File: src/rtl/gmii_pkg.sv
// Shared definitions for the GMII transmit framer: state encoding,
// preamble/SFD byte constants and the saturating byte-counter helper.
package gmii_pkg;

  typedef enum logic [2:0] {
    ST_IDLE     = 3'd0,
    ST_PREAMBLE = 3'd1,
    ST_SFD      = 3'd2,
    ST_DATA     = 3'd3,
    ST_PAD      = 3'd4,
    ST_DRAIN    = 3'd5,
    ST_IFG      = 3'd6
  } tx_state_t;

  localparam logic [7:0] PREAMBLE_BYTE = 8'h55;
  localparam logic [7:0] SFD_BYTE      = 8'hD5;
  localparam logic [7:0] IDLE_BYTE     = 8'h00;

  localparam int BYTE_CNT_W = 11;
  localparam logic [BYTE_CNT_W-1:0] BYTE_CNT_MAX = '1;

  // Frame byte counter increment that sticks at its maximum value.
  function automatic logic [BYTE_CNT_W-1:0] byte_cnt_inc(input logic [BYTE_CNT_W-1:0] cnt);
    return (cnt == BYTE_CNT_MAX) ? cnt : cnt + BYTE_CNT_W'(1);
  endfunction

endpackage

File: src/rtl/gmii_ce_counter.sv
// Byte-time down-counter shared by the preamble and inter-frame-gap phases.
// A load is taken on any clock; counting only happens on enabled byte-times
// and stops at zero, so the zero flag marks the final byte-time of a phase.
module gmii_ce_counter #(
  parameter int W = 8
) (
  input  logic         clk,
  input  logic         rst,
  input  logic         ce,
  input  logic         load,
  input  logic [W-1:0] load_value,
  output logic         zero
);

  logic [W-1:0] count;

  // Load has priority; otherwise step down once per enabled byte-time.
  always_ff @(posedge clk) begin
    if (rst) begin
      count <= '0;
    end else if (load) begin
      count <= load_value;
    end else if (ce && (count != '0)) begin
      count <= count - W'(1);
    end
  end

  assign zero = (count == '0);

endmodule

File: src/rtl/gmii_tx_framer.sv
// GMII transmit framer: wraps an upstream byte stream (FCS already appended)
// with preamble and SFD, pads short frames, flags underruns with tx_er,
// drains the remainder of an aborted frame and enforces the inter-frame gap.
// All GMII outputs change only on byte-times selected by tx_ce.
module gmii_tx_framer
  import gmii_pkg::*;
#(
  parameter int PREAMBLE_LEN = 7,
  parameter int IFG_LEN      = 12,
  parameter int PAD_EN       = 1,
  parameter int MIN_LEN      = 60
) (
  input  logic        tx_clk_125,
  input  logic        rst,
  input  logic        tx_ce,
  input  logic [7:0]  s_data,
  input  logic        s_valid,
  input  logic        s_last,
  output logic        s_ready,
  output logic [7:0]  tx_d,
  output logic        tx_en,
  output logic        tx_er,
  output logic [15:0] frame_cnt,
  output logic [7:0]  underrun_cnt,
  output logic        busy
);

  // IDLE already emits the first preamble byte, so PREAMBLE covers the rest;
  // the counter is loaded with "remaining bytes minus one" so zero means last.
  localparam int PRE_LOAD_INT = (PREAMBLE_LEN >= 2) ? PREAMBLE_LEN - 2 : 0;
  localparam logic [7:0] PRE_LOAD = 8'(PRE_LOAD_INT);
  localparam logic [7:0] IFG_LOAD = 8'(IFG_LEN - 1);

  tx_state_t               state;
  logic [BYTE_CNT_W-1:0]   byte_cnt;
  logic [BYTE_CNT_W-1:0]   byte_next;
  logic                    pad_needed;
  logic                    pad_done;
  logic                    go_preamble;
  logic                    go_ifg;
  logic                    cnt_load;
  logic [7:0]              cnt_load_value;
  logic                    cnt_ce;
  logic                    cnt_zero;

  // Phase-transition decisions shared by the state machine and the counter.
  always_comb begin
    byte_next      = byte_cnt_inc(byte_cnt);
    pad_needed     = (PAD_EN != 0) && (int'(byte_next) < MIN_LEN);
    pad_done       = (int'(byte_next) >= MIN_LEN);
    go_preamble    = (state == ST_IDLE) && tx_ce && s_valid;
    go_ifg         = ((state == ST_DATA) && tx_ce && s_valid && s_last && !pad_needed) ||
                     ((state == ST_PAD) && tx_ce && pad_done) ||
                     ((state == ST_DRAIN) && s_valid && s_last);
    cnt_load       = go_preamble || go_ifg;
    cnt_load_value = go_ifg ? IFG_LOAD : PRE_LOAD;
    cnt_ce         = tx_ce && ((state == ST_PREAMBLE) || (state == ST_IFG));
  end

  gmii_ce_counter #(
    .W(8)
  ) u_phase_cnt (
    .clk       (tx_clk_125),
    .rst       (rst),
    .ce        (cnt_ce),
    .load      (cnt_load),
    .load_value(cnt_load_value),
    .zero      (cnt_zero)
  );

  assign s_ready = ((state == ST_DATA) && tx_ce) || (state == ST_DRAIN);
  assign busy    = (state != ST_IDLE);

  // Framing state machine with registered GMII outputs and statistics.
  always_ff @(posedge tx_clk_125) begin
    if (rst) begin
      state        <= ST_IDLE;
      tx_d         <= IDLE_BYTE;
      tx_en        <= 1'b0;
      tx_er        <= 1'b0;
      byte_cnt     <= '0;
      frame_cnt    <= '0;
      underrun_cnt <= '0;
    end else begin
      case (state)
        ST_IDLE: begin
          if (tx_ce) begin
            if (s_valid) begin
              tx_d  <= PREAMBLE_BYTE;
              tx_en <= 1'b1;
              tx_er <= 1'b0;
              state <= (PREAMBLE_LEN > 1) ? ST_PREAMBLE : ST_SFD;
            end else begin
              tx_d  <= IDLE_BYTE;
              tx_en <= 1'b0;
              tx_er <= 1'b0;
            end
          end
        end
        ST_PREAMBLE: begin
          if (tx_ce) begin
            tx_d  <= PREAMBLE_BYTE;
            tx_en <= 1'b1;
            tx_er <= 1'b0;
            if (cnt_zero) state <= ST_SFD;
          end
        end
        ST_SFD: begin
          if (tx_ce) begin
            tx_d     <= SFD_BYTE;
            tx_en    <= 1'b1;
            tx_er    <= 1'b0;
            byte_cnt <= '0;
            state    <= ST_DATA;
          end
        end
        ST_DATA: begin
          if (tx_ce) begin
            if (s_valid) begin
              tx_d     <= s_data;
              tx_en    <= 1'b1;
              tx_er    <= 1'b0;
              byte_cnt <= byte_next;
              if (s_last) begin
                if (pad_needed) begin
                  state <= ST_PAD;
                end else begin
                  state     <= ST_IFG;
                  frame_cnt <= frame_cnt + 16'd1;
                end
              end
            end else begin
              tx_d  <= IDLE_BYTE;
              tx_en <= 1'b1;
              tx_er <= 1'b1;
              if (underrun_cnt != 8'hFF) underrun_cnt <= underrun_cnt + 8'd1;
              state <= ST_DRAIN;
            end
          end
        end
        ST_PAD: begin
          if (tx_ce) begin
            tx_d     <= IDLE_BYTE;
            tx_en    <= 1'b1;
            tx_er    <= 1'b0;
            byte_cnt <= byte_next;
            if (pad_done) begin
              state     <= ST_IFG;
              frame_cnt <= frame_cnt + 16'd1;
            end
          end
        end
        ST_DRAIN: begin
          if (tx_ce) begin
            tx_d  <= IDLE_BYTE;
            tx_en <= 1'b0;
            tx_er <= 1'b0;
          end
          if (s_valid && s_last) state <= ST_IFG;
        end
        ST_IFG: begin
          if (tx_ce) begin
            tx_d  <= IDLE_BYTE;
            tx_en <= 1'b0;
            tx_er <= 1'b0;
            if (cnt_zero) state <= ST_IDLE;
          end
        end
        default: begin
          state <= ST_IDLE;
        end
      endcase
    end
  end

endmodule

File: config.mk
export PLATFORM = sky130hd
export DESIGN_NAME = gmii_tx_framer
export DESIGN_NICKNAME = d
export VERILOG_FILES = /design/src/rtl/gmii_pkg.sv /design/src/rtl/gmii_ce_counter.sv /design/src/rtl/gmii_tx_framer.sv
export SDC_FILE = /design/constraint.sdc
export NUM_CORES = 1
export LEC_CHECK = 0
export ABC_AREA = 0
export ABC_CLOCK_PERIOD_IN_PS = 8500
export CAP_MARGIN = 10
export CORE_MARGIN = 2
export CORE_UTILIZATION = 46
export CTS_BUF_LIST = sky130_fd_sc_hd__clkbuf_8
export CTS_CLUSTER_DIAMETER = 30
export CTS_CLUSTER_SIZE = 30
export DETAILED_ROUTE_END_ITERATION = 10
export GPL_ROUTABILITY_DRIVEN = 0
export MAX_ROUTING_LAYER = met4
export PLACE_DENSITY = 0.7
export REMOVE_ABC_BUFFERS = 1
export SYNTH_ARGS = -nofsm -noshare
export SYNTH_HDL_FRONTEND = slang
export SYNTH_HIERARCHICAL = 1
export SYNTH_SLANG_ARGS = --single-unit
File: constraint.sdc
create_clock -name tx_clk_125 -period 8.5 [get_ports tx_clk_125]
set_input_delay 1.275 -clock tx_clk_125 [delete_from_list [all_inputs] [get_ports tx_clk_125]]
set_output_delay 1.275 -clock tx_clk_125 [all_outputs]
set_load 0.05 [all_outputs]
==> results.cfg, run 1 <==
[placement]
dpl_cell_area_um2 = 3740
io_buffers = 48
dp_hpwl_mm = 4.93
placed_cells = 524

[synthesis]
synth_cell_type_count = 62
syn_area_per_cell_um2 = 8.11
netlist.area_leader.share_pct = 34.6
netlist_area_um2 = 3240
ys_seq_area_share_pct = 34.6
yosysWarnings = 6
ys_top_cells_by_area = dfxtp_1 35%, nor2_1 5.7%, a21oi_1 4.9%
synth_area_leader_cell = dfxtp_1
synth_edf_count = 0
ys_ff_latch = 56
synth_top_flop_cell = dfxtp_1
async_flop_share_pct = 0
syn_inst = 399

[timing]
relSlewSlack_pct = 49.9
fin_skew_ns = 0.00854
finalMaxSlewViolations = 0
tightestPinTransition_ns = 0.751
setup_viol = 0
hold_viol = 0
rsz0062_at_grt = false
fin_crit_sh_pct = 55.3
setup-tns-final_ns = 0
timing.fmax_ghz = 0.213
layout_min_cycle_time_ns = 4.70

[cts]
cts_tree = built
clk_path_buf_depth = 2
htreeDepth = 2
clkSinkCount = 56
post_cts_buffers = 0
cts-root-buf = clkbuf_8
clock_latency_ns = 0.32
clk_pin_slew_worst_paths_ns = 0.10
ctsResizeCount = 0
hold_buffers = 0
cts_buffers = 5

[setup_path]
crit_required_ns = 7.22
critical_path.most_common_cell = clkdlybuf4s50_1
critPathMaxFanout = 16
critPathTopFamily = buffers and inverters
path_buf_inv = 2
crit_type = in2out
path_cells = clkdlybuf4s50_1 -> nand3b_1 -> a21boi_0 -> clkdlybuf4s50_1
critPathSlowestCell = clkdlybuf4s50_1
slowest_delay_ns = 0.87
cp-end-kind = primary output
startpoint_type = input port
arrival_ns = 3.42

[run_status]
status = finished, final reports clean

[power_and_ir_drop]
ir_drop_mv = 0.0843
p_total_mw = 0.529
p_leak_nw = 1.26
power.density_nw_per_um2 = 138

[layout]
fin_area_um2 = 3850
drive_gt1_share_pct = 7.34
area_growth_pct = 18.9
nets = 453
fillers = 660
n_antenna_cell = 0
instances_no_fill = 532

[floorplanning]
die-area_um2 = 7720
io_pins = 49
start_util_pct = 47.6
num_rows = 30
chipWidth_um = 87.9
die_y_um = 87.9
core_area_um2 = 6790

[global_route]
grt_start_max_net_pins = 62
antenna_found_initial = 0
grt_util_all_layers_pct = 19.9
globalRouteOverflowTotal = 0
grt_pass1_vias = 2756
grt_pass1_wl_mm = 12.2

[routing]
wl_per_cell_um = 13.7
vias = 3009
drc_errors = 0
wl_mm = 7.26
drtIter0Drc = 109
first_pass_iters = 4
vias_per_cell = 5.66
ant_nets = 0

[hold_path]
hp-class = reg2reg

[flow_run]
maxCapViolCount = 0
[registers in the layout, summed over array words and instances, names as in the netlist]
register           flops
tx_en                  1
tx_er                  1
state                  3
frame_cnt             16
underrun_cnt           8
byte_cnt              11
tx_d                   8
u_phase_cnt/count      8
[area by class of cell]
cell class / count / area, um^2 / share of cell area (%)
clock buffers: 5 / 68.8 / 1.79
inverters: 9 / 33.8 / 0.878
well taps: 96 / 120 / 3.12
multi-input cells: 313 / 1970 / 51.2
repair buffers: 50 / 490 / 12.7
clock inverters: 3 / 42.5 / 1.11
flip-flops and latches: 56 / 1120 / 29.1
[metrics by stage]
stage / worst slack, ns / utilization, % / hold slack [ns]
after floorplan: 4.58 / - / 0.473
after global placement: 3.79 / 55.0 / 0.471
after detailed placement: 3.81 / 55.0 / 0.477
after CTS: 3.80 / 56.6 / 0.494
after global routing: 3.61 / 56.6 / 0.524
final: 3.80 / 56.6 / 0.489
[cells in the mapped netlist, types with 4 or more instances]
master / n
and2_1: 4
nand2_1: 34
o31ai_1: 13
a21oi_1: 32
nand4_1: 8
mux2i_1: 5
xor2_1: 4
a32oi_1: 4
xnor2_1: 5
a31oi_1: 7
nand3b_1: 4
nor3_1: 6
inv_1: 8
dfxtp_1: 56
nor2_1: 49
mux2_4: 5
o21ai_0: 10
nor2b_1: 12
and3_1: 7
nand3_1: 17
a311oi_1: 4
a211oi_1: 9
or4_1: 12
nor3b_1: 4
buf_6: 4
clkbuf_1: 16
nand2b_1: 5
ha_1: 5
[report_power, final]
part	leakage, nW	internal [mW]	switching, mW
clock	0.0541	0.0873	0.0896
combinational	0.751	0.0307	0.0429
sequential	0.454	0.269	0.00952
[cell usage in the layout, fill, tap and decap left out, types with 3 or more instances in the layout]
| cell type | netlist | layout |
|---|---|---|
| xnor2_1 | 5 | 5 |
| nand2_1 | 34 | 34 |
| nand4_1 | 8 | 8 |
| a311oi_1 | 4 | 4 |
| and2_1 | 4 | 4 |
| a21o_1 | 3 | 3 |
| xor2_1 | 4 | 4 |
| mux2_4 | 5 | 5 |
| a21oi_1 | 32 | 32 |
| nor2_1 | 49 | 49 |
| nor2b_1 | 12 | 12 |
| clkbuf_8 | 0 | 5 |
| nand2b_1 | 5 | 5 |
| a31oi_1 | 7 | 7 |
| conb_1 | 2 | 5 |
| nor3_1 | 6 | 6 |
| nand3_1 | 17 | 17 |
| and3_1 | 7 | 7 |
| dfxtp_1 | 56 | 56 |
| or4_1 | 12 | 12 |
| mux2i_1 | 5 | 5 |
| a211oi_1 | 9 | 9 |
| o31ai_1 | 13 | 13 |
| or3_1 | 3 | 3 |
| o21ai_0 | 10 | 10 |
| nand3b_1 | 4 | 4 |
| ha_1 | 5 | 5 |
| a32oi_1 | 4 | 4 |
| inv_1 | 8 | 8 |
| clkdlybuf4s50_1 | 0 | 47 |
| nor3b_1 | 4 | 4 |
| o21a_1 | 3 | 3 |
[layer usage]
metal	vias up	routed length (um)	global-route usage [%]
li1	1536	-	-
met1	1412	3370	24.4
met2	54	3580	33.5
met3	7	215	2.83
met4	0	97	6.85
met5	-	0	-
[worst paths after layout]
path / startpoint / to / slack (ns) / cells after the start
worst max-delay path: tx_ce / s_ready / 3.80 / 4
worst min-delay path: frame_cnt[15] / frame_cnt[15] / 0.49 / 2
worst max register to register: byte_cnt[2] / u_phase_cnt/count[1] / 5.10 / 9
worst min register to register: frame_cnt[15] / frame_cnt[15] / 0.49 / 2
[cells by family (layout without fill, tap and decap cells)]
family | after synthesis | after routing | share of synthesized area [%]
muxes | 10 | 10 | 3.87
DFF | 56 | 56 | 34.6
and+or+nand+nor | 183 | 183 | 30.0
adders and majority gates | 5 | 5 | 1.93
AOI/OAI and AO/OA | 101 | 101 | 22.0
xor gates and xnor gates | 9 | 9 | 2.44
other | 2 | 5 | 0.232
buffers and inverters | 33 | 67 | 4.83
[worst register-to-register path, cell delays in order, from the launching register on]
cell       delay [ns]
dfxtp_1          0.51
and3_1           0.40
nand4_1          0.23
xnor2_1          0.21
a2111oi_4        0.32
buf_4            0.31
a21o_1           0.16
o221ai_1         0.34
or4_2            0.76
o211ai_1         0.09
Note: power is estimated with default switching activity, not from simulation.
==> run 2: changes to the inputs <==
ABC_CLOCK_PERIOD_IN_PS = 3900   (was 8500)
PLACE_DENSITY = 0.72   (was 0.7)
clock period = 3.9 ns   (was 8.5 ns; I/O delays follow)
==> results.cfg, run 2 (same netlist as run 1, synthesis figures left out) <==
[run_status]
status = finished, final reports clean

[layout]
largest_reg_flops = 16
drive_gt1_share_pct = 7.32
n_antenna_cell = 0
fillers = 643
layout_common_cells = 56 x dfxtp_1, 49 x nor2_1, 47 x clkdlybuf4s50_1
nets = 454
instances_no_fill = 533
reg.largest.list = frame_cnt: 16 flops, byte_cnt: 11 flops
top_register = frame_cnt
area_growth_pct = 19.0
final_common_cell = dfxtp_1

[power_and_ir_drop]
ir_drop_mv = 0.174
p_total_mw = 1.15
power.density_nw_per_um2 = 298
p_leak_nw = 1.27

[cts]
htreeDepth = 2
clk_path_buf_depth = 2
cts_tree = built
ctsResizeCount = 0
cts_buffers = 5
clock_latency_ns = 0.32
clk_pin_slew_worst_paths_ns = 0.10
post_cts_buffers = 0
cts-root-buf = clkbuf_8
hold_buffers = 0
clkSinkCount = 56

[floorplanning]
core_area_um2 = 6790
die_y_um = 87.9
chipWidth_um = 87.9
start_util_pct = 47.6
num_rows = 30
io_pins = 49
die-area_um2 = 7720

[routing]
wl_per_cell_um = 13.5
first_pass_iters = 4
vias = 3005
drtIter0Drc = 148
drc_errors = 0
vias_per_cell = 5.64
ant_nets = 0
wl_mm = 7.17

[timing]
tightestPinTransition_ns = 0.802
timing.fmax_ghz = 0.318
rsz0062_at_grt = false
finalMaxSlewViolations = 0
layout_min_cycle_time_ns = 3.15
hold_viol = 0
setup_viol = 0
whs_ns = 0.486
relSlewSlack_pct = 46.5
fin_crit_sh_pct = 80.7
fin_ws_ns = 0.753
setup-tns-final_ns = 0
fin_skew_ns = 0.00700

[global_route]
busiest_layer = met2
antenna_found_initial = 0
gr-usage-met2_pct = 30.0
use_met1_pct = 25.5
grt_pass1_wl_mm = 11.9
grt_pass1_vias = 2637
grt_start_max_net_pins = 45
use_met3_pct = 4.71
globalRouteOverflowTotal = 0
grt_util_all_layers_pct = 19.4

[placement]
dp_slack_ns = 0.804
placed_cells = 525
dp_hpwl_mm = 4.88
io_buffers = 48

[setup_path]
startpoint_type = register
reg2reg_from = byte_cnt[0]
crit_type = reg2reg
cp-endpoint = u_phase_cnt/count[1]
ff2ff_setup_slack_ns = 0.75
arrival_ns = 3.39
r2r_end = u_phase_cnt/count[1]
critPathMaxFanout = 11
crit_start = byte_cnt[0]
cp-end-kind = register
rr_worst_depth = 9
crit_required_ns = 4.14

[hold_path]
worstHoldStart = frame_cnt[15]
hp-class = reg2reg

[flow_run]
maxCapViolCount = 0
run 2: routing by layer:
metal  routed length (um)  share of wire [%]
met4                   61               0.85
met5                    0                  0
met1                 3530                 49
met3                  232                3.2
met2                 3350                 47
run 2: where the power goes:
part	leakage, nW	internal, mW	switching, mW
registers	0.454	0.586	0.0203
clock network	0.0593	0.188	0.190
logic	0.756	0.0676	0.0931
run 2: metrics by stage:
step / area, um^2 / util, %
floorplan: 3130 / -
global placement: 3740 / 55.1
detailed placement: 3740 / 55.1
CTS: 3850 / 56.7
global route: 3850 / 56.7
finish: 3850 / 56.7
run 2: layout make-up:
type | instances | area (um^2) | area share [%]
clock inverters | 3 | 38.8 | 1.01
flip-flops and latches | 56 | 1120 | 29.1
well taps | 96 | 120 | 3.12
clock buffers | 5 | 68.8 | 1.79
inverters | 9 | 33.8 | 0.877
repair buffers | 51 | 498 | 12.9
multi-input cells | 313 | 1970 | 51.2
run 2: worst max-delay path, cell delays in order, from the launching register on:
cell and delay (ns):
dfxtp_1 0.37, ha_1 0.32, and3_4 0.23, a311oi_1 0.31
o32ai_2 0.15, a2111oi_4 0.33, a21o_1 0.16, o221ai_1 0.34
or4_2 0.77, o211ai_1 0.10
run 2: worst min path at each step:
stage	end	slack (ns)	cells after the start
global route	frame_cnt[15]	0.52	2
floorplan	u_phase_cnt/count[5]	0.47	2
detailed placement	frame_cnt[15]	0.47	2
CTS	frame_cnt[15]	0.49	2
finish	frame_cnt[15]	0.49	2
global placement	frame_cnt[15]	0.46	2
